**src/rtl/switch_ingress_arbiter.sv**
```systemverilog
// switch_ingress_arbiter
// Ingress stage feeding the single addr/data/vld input of the two-port switch.
// Each of the two sources pushes beats through a valid/ready handshake into its
// own FIFO. A round-robin arbiter pops at most one beat per clock into a
// registered output. vld is a one-cycle pulse per beat, because the switch
// input has no back-pressure.
//
// Ports:
//   clk                    clock, rising edge
//   rst                    asynchronous active-high reset
//   s0_vld/s0_rdy          source 0 handshake; s0_rdy = FIFO 0 not full
//   s0_addr/s0_data        source 0 beat
//   s1_vld/s1_rdy          source 1 handshake; s1_rdy = FIFO 1 not full
//   s1_addr/s1_data        source 1 beat
//   pause                  when high, nothing is popped
//   addr/data/vld          registered beat to the switch
//   s0_cnt/s1_cnt/full_cnt (only with SWITCH_INGRESS_STATS_EN) saturating
//                          counters: beats granted per source, stalled
//                          handshake cycles summed over both sources
//
// Optional feature macro: SWITCH_INGRESS_STATS_EN
module switch_ingress_arbiter #(
  parameter int ADDR_WIDTH = 8,
  parameter int DATA_WIDTH = 16,
  parameter int DEPTH      = 4
) (
  input  logic                  clk,
  input  logic                  rst,
  input  logic                  s0_vld,
  output logic                  s0_rdy,
  input  logic [ADDR_WIDTH-1:0] s0_addr,
  input  logic [DATA_WIDTH-1:0] s0_data,
  input  logic                  s1_vld,
  output logic                  s1_rdy,
  input  logic [ADDR_WIDTH-1:0] s1_addr,
  input  logic [DATA_WIDTH-1:0] s1_data,
  input  logic                  pause,
`ifdef SWITCH_INGRESS_STATS_EN
  output logic [15:0]           s0_cnt,
  output logic [15:0]           s1_cnt,
  output logic [15:0]           full_cnt,
`endif
  output logic [ADDR_WIDTH-1:0] addr,
  output logic [DATA_WIDTH-1:0] data,
  output logic                  vld
);

  localparam int PW = $clog2(DEPTH);
  localparam int CW = $clog2(DEPTH) + 1;
  localparam int WW = ADDR_WIDTH + DATA_WIDTH;

  logic [1:0]    w_in_vld;
  logic [WW-1:0] w_in_word [2];
  logic [1:0]    w_rdy;
  logic [1:0]    w_nempty;
  logic [1:0]    w_pop;
  logic [WW-1:0] w_head    [2];

  logic          w_grant_any;
  logic          w_grant_sel;

  logic                  r_last_grant;
  logic                  r_vld;
  logic [ADDR_WIDTH-1:0] r_addr;
  logic [DATA_WIDTH-1:0] r_data;

  assign w_in_vld     = {s1_vld, s0_vld};
  assign w_in_word[0] = {s0_addr, s0_data};
  assign w_in_word[1] = {s1_addr, s1_data};

  // Per-source FIFO. The count is kept separately from the pointers so that
  // full and empty are unambiguous when the pointers are equal.
  generate
    for (genvar gi = 0; gi < 2; gi++) begin : g_fifo
      logic [WW-1:0] r_mem [DEPTH];
      logic [PW-1:0] r_wptr;
      logic [PW-1:0] r_rptr;
      logic [CW-1:0] r_cnt;
      logic          w_push;

      // Ready depends only on the count: a full FIFO refuses a push even
      // when it is being popped on the same edge.
      assign w_rdy[gi]    = (r_cnt != CW'(DEPTH));
      assign w_nempty[gi] = (r_cnt != '0);
      assign w_push       = w_in_vld[gi] && w_rdy[gi];
      assign w_head[gi]   = r_mem[r_rptr];

      always_ff @(posedge clk) begin
        if (w_push) begin
          r_mem[r_wptr] <= w_in_word[gi];
        end
      end

      always_ff @(posedge clk or posedge rst) begin
        if (rst) begin
          r_wptr <= '0;
          r_rptr <= '0;
          r_cnt  <= '0;
        end else begin
          if (w_push) begin
            r_wptr <= r_wptr + 1'b1;
          end
          if (w_pop[gi]) begin
            r_rptr <= r_rptr + 1'b1;
          end
          if (w_push && !w_pop[gi]) begin
            r_cnt <= r_cnt + 1'b1;
          end else if (!w_push && w_pop[gi]) begin
            r_cnt <= r_cnt - 1'b1;
          end
        end
      end
    end
  endgenerate

  // Round robin: when both FIFOs hold data, the source that did not win
  // last time is granted; otherwise whichever one is non-empty.
  assign w_grant_any = !pause && (w_nempty != 2'b00);
  assign w_grant_sel = (&w_nempty) ? ~r_last_grant : w_nempty[1];
  assign w_pop[0]    = w_grant_any && !w_grant_sel;
  assign w_pop[1]    = w_grant_any && w_grant_sel;

  always_ff @(posedge clk or posedge rst) begin
    if (rst) begin
      r_vld        <= 1'b0;
      r_addr       <= '0;
      r_data       <= '0;
      r_last_grant <= 1'b1;
    end else begin
      r_vld <= w_grant_any;
      if (w_grant_any) begin
        {r_addr, r_data} <= w_head[w_grant_sel];
        r_last_grant     <= w_grant_sel;
      end
    end
  end

  assign s0_rdy = w_rdy[0];
  assign s1_rdy = w_rdy[1];
  assign addr   = r_addr;
  assign data   = r_data;
  assign vld    = r_vld;

`ifdef SWITCH_INGRESS_STATS_EN
  logic [15:0] r_s0_cnt;
  logic [15:0] r_s1_cnt;
  logic [15:0] r_full_cnt;
  logic [1:0]  w_stall;
  logic [16:0] w_full_sum;

  assign w_stall    = w_in_vld & ~w_rdy;
  // Both sources can stall on the same edge, so this counter may step by 2.
  assign w_full_sum = {1'b0, r_full_cnt} + 17'(w_stall[0]) + 17'(w_stall[1]);

  always_ff @(posedge clk or posedge rst) begin
    if (rst) begin
      r_s0_cnt   <= '0;
      r_s1_cnt   <= '0;
      r_full_cnt <= '0;
    end else begin
      if (w_pop[0] && (r_s0_cnt != 16'hFFFF)) begin
        r_s0_cnt <= r_s0_cnt + 1'b1;
      end
      if (w_pop[1] && (r_s1_cnt != 16'hFFFF)) begin
        r_s1_cnt <= r_s1_cnt + 1'b1;
      end
      r_full_cnt <= w_full_sum[16] ? 16'hFFFF : w_full_sum[15:0];
    end
  end

  assign s0_cnt   = r_s0_cnt;
  assign s1_cnt   = r_s1_cnt;
  assign full_cnt = r_full_cnt;
`else
  // Statistics counters are not built in this configuration.
`endif

endmodule

```
**config.mk**
```make
export PLATFORM = sky130hd
export DESIGN_NAME = switch_ingress_arbiter
export DESIGN_NICKNAME = d
export VERILOG_FILES = /design/src/rtl/switch_ingress_arbiter.sv
export SDC_FILE = /design/constraint.sdc
export NUM_CORES = 1
export LEC_CHECK = 0
export ABC_AREA = 1
export CAP_MARGIN = 20
export CELL_PAD_IN_SITES_DETAIL_PLACEMENT = 0
export CELL_PAD_IN_SITES_GLOBAL_PLACEMENT = 1
export CORE_UTILIZATION = 46
export CTS_CLUSTER_SIZE = 25
export DETAILED_ROUTE_END_ITERATION = 10
export PLACE_DENSITY_LB_ADDON = 0.1
export SETUP_SLACK_MARGIN = 0.1
export SYNTH_ARGS = -nofsm -noshare
export SYNTH_HDL_FRONTEND = slang
export SYNTH_SLANG_ARGS = --single-unit
```
**constraint.sdc**
```tcl
create_clock -name clk -period 2.6 [get_ports clk]
set_input_delay 0.39 -clock clk [delete_from_list [all_inputs] [get_ports clk]]
set_output_delay 0.39 -clock clk [all_outputs]
set_load 0.02 [all_outputs]
```
==> metrics.yaml <==
filler_cell_count: 1867
ff2ff_setup_slack_ns: 0.47
drt.antenna.violating_nets: 0
async_reset_ff_share_pct: 17.2
post-route-drc-count: 0
clk_path_buf_depth: 3
maxClockFrequency_mhz: 466
endpoint_kind: "primary output"
netlist.top_cell.by_area: "edfxtp_1"
clock_latency_ns: 0.52
slew_of_the_pin_with_the_lowest_slew_margin_ns: 0.658
cts.sinks: 232
setup_tns_ns: 0
critPathLaunchType: "flop"
synth.yosys.warnings: 0
min_period_over_period_pct: 82.5
cts_tree: "done"
ys_ff_latch: 232
cpMaxStageDelayCell: "clkdlybuf4s50_1"
fin_nets: 1123
initialDrtViolationCount: 298
finalHoldWorstSlack_ns: 0.313
grt_setup_unrepaired: "false"
post_detailed_routing_wire_length_um: 20700
drt_pass1_iterations: 4
post_synth.cell_area_avg_um2: 10.4
critPathRequiredTime_ns: 2.21
synth_top_cell_area_share_pct: 57.0
htree_levels: 1
mappedNetlistArea_um2: 10100
first_global_vias: 6066
status: "finished clean"
grt.busiest_layer: "met2"
die-height_um: 150
synth_enable_flop_cells: 192
hold_violations: 0
final_area_um2: 12000
top_level_ports: 80
timing.setup.critical_path_class: "flop to primary output"
starting_utilization_of_the_core_area_pct: 47.5
number_of_antenna_violations_at_the_first_check_in_global_routing: 0
fin_util_pct: 56.2
pin_count_of_the_biggest_net_entering_global_routing: 51
max_slew_margin_pct: 56.0
path_buf_inv: 1
area.growth.synth_to_final_pct: 18.3
placement.cell_area_um2: 11200
floorplan.rows: 53
cts_root_buffer: "clkbuf_16"
synth_sequential_area_ratio_pct: 66.9
viasPerCell: 4.73
report.final.setup_viol: 0
crit_fanout: 4
ys_top_cells_by_area: "edfxtp_1 57%, nand2_1 12%, dfrtp_1 9.7%, nand3_1 6.9%, inv_1 6.2%"
vdd_drop_max_v: 0.000672
worst_min_delay_path_category: "input pin to asynchronous set/reset pin"
cts_buffers: 26
post_cts_resize_count: 0
synthDistinctLibCells: 26
grt_first_pass_wirelength_um: 32800
floorplan.die.width_um: 150
via_count: 6390
cts_post_setup_buffers_inserted: 0
worst_ep_arrival_time_ns: 1.75
clock-skew-final_ns: 0.0126
critPathTopFamily: "buffers and inverters"
crit-reg2reg-capture: "g_fifo[0].r_cnt[2]"
gr-usage-met3_pct: 3.00
detailedPlacementHpwl_um: 12300
layout-drive-gt1-share_pct: 7.89
coreArea_um2: 21300
global_route.usage.met2_pct: 30.8
dominantRegCellSynth: "edfxtp_1"
power.density_nw_per_um2: 1120
post_cts_hold_fix_bufs: 0
port_buffers: 79
mappedNetlistNets: 1038
wl_per_cell_um: 15.3
finalWeightedCongestion: 0.771
delay_of_the_slowest_cell_on_the_worst_path_ns: 0.54
totalPowerFinal_uw: 13400
grt_util_met1_pct: 27.6
global_route.overflow_total: 0
critical_path.reg2reg.startpoint: "g_fifo[1].r_cnt[0]"
worstRegToRegCells: 11
post_synthesis_instance_total: 973
maxCapViolations: 0
timing_max_transition_violations_final: 0
grt_use_total_pct: 19.2
timing.final.crit_period_ns: 2.14
antenna_cells_inserted: 0
dieArea_um2: 22600
clock_edge_transition_at_the_registers_on_the_reported_setup_and_hold_paths_ns: 0.06
timing.critical_path.cells: "nor2_2 -> nand2_1 -> clkdlybuf4s50_1"
power.static_leakage_uw: 0.00531
## flip-flops by register name (all words and copies together), names as in the netlist
| name | count |
|---|---|
| r_last_grant | 1 |
| g_fifo.r_mem | 192 |
| vld | 1 |
| g_fifo.r_cnt | 6 |
| g_fifo.r_wptr | 4 |
| data | 16 |
| g_fifo.r_rptr | 4 |
| addr | 8 |
## worst reg2reg max path: stages, from the launching register on
cell     delay [ns]
dfrtp_1        0.43
nor2_2         0.19
nand2_4        0.10
nor2_4         0.13
nor2_4         0.04
nand2_1        0.12
ha_1           0.16
inv_1          0.06
fa_1           0.37
a21oi_1        0.14
o21ai_0        0.11
xor2_1         0.15
## cell usage in the layout, fill, tap and decap left out, drive strengths merged, types with 6 or more instances in the layout
cell and n:
nand2 332, edfxtp 192, inv 173, nand3 148
clkdlybuf4s50 79, dfrtp 39, clkbuf 33, buf 20
nor2 15, clkinv 13, ha 10, xor2 6
o21ai 6
## metal layers
layer | vias up | share of wire [%]
li1 | 3279 | -
met1 | 2953 | 47
met2 | 139 | 47
met3 | 19 | 4.7
met4 | 0 | 1.1
met5 | - | 0
## cell usage after synthesis, types with 2 or more instances
| library cell | count |
|---|---|
| xor2_1 | 6 |
| nand3_1 | 139 |
| nand2_1 | 330 |
| ha_1 | 10 |
| o21ai_0 | 5 |
| nor2_2 | 2 |
| buf_6 | 6 |
| xnor2_1 | 2 |
| a21oi_1 | 4 |
| inv_2 | 6 |
| buf_2 | 27 |
| buf_4 | 4 |
| inv_1 | 167 |
| edfxtp_1 | 192 |
| fa_1 | 2 |
| nand2_4 | 2 |
| nor2_1 | 11 |
| nand3_2 | 8 |
| dfrtp_1 | 39 |
| clkbuf_1 | 4 |
| nor2_4 | 2 |
## metrics by stage
stage                     worst slack [ns]  instances
after floorplan                      0.276        973
after global placement               0.317       1305
after detailed placement             0.305       1305
after CTS                            0.413       1352
after global routing                 0.240       1352
final                                0.455       1352
## how the worst max path moves through the flow
stage                             from  depth (start not counted)               endpoint  slack [ns]
floorplan           g_fifo[0].r_cnt[0]                          4  g_fifo[0].r_mem[0][0]        0.28
global placement                 pause                          9     g_fifo[0].r_cnt[2]        0.32
detailed placement               pause                          9     g_fifo[0].r_cnt[2]        0.30
CTS                 g_fifo[1].r_cnt[0]                          3                 s1_rdy        0.41
global route        g_fifo[1].r_cnt[0]                         11     g_fifo[1].r_cnt[2]        0.24
finish              g_fifo[1].r_cnt[0]                          3                 s1_rdy        0.46
## where the power goes
group	internal, µW	leakage [µW]	switching, µW	total, µW
clock network	1880	0.000370	1350	3240
logic	1620	0.00269	3130	4750
registers	5010	0.00224	359	5370
## logic make-up (layout without fill, tap and decap cells)
family                     after synthesis  after routing  share of synthesized area, %
DFF                                    232            232                          66.9
adders and majority gates               12             12                          1.63
AOI/OAI and AO/OA                       11             11                         0.767
xor gates and xnor gates                 8              8                         0.693
and+or+nand+nor                        495            495                          21.1
buffers and inverters                  215            319                          8.91
## area by class of cell
class	count	area, µm²	area share, %
clock buffer	33	698	5.83
inverter	173	649	5.43
tap	275	344	2.88
multi-input combinational	526	2460	20.6
sequential	232	6770	56.6
clock inverter	14	65.1	0.544
timing repair buffer	99	978	8.18
Power figures use the tool's default switching activity.
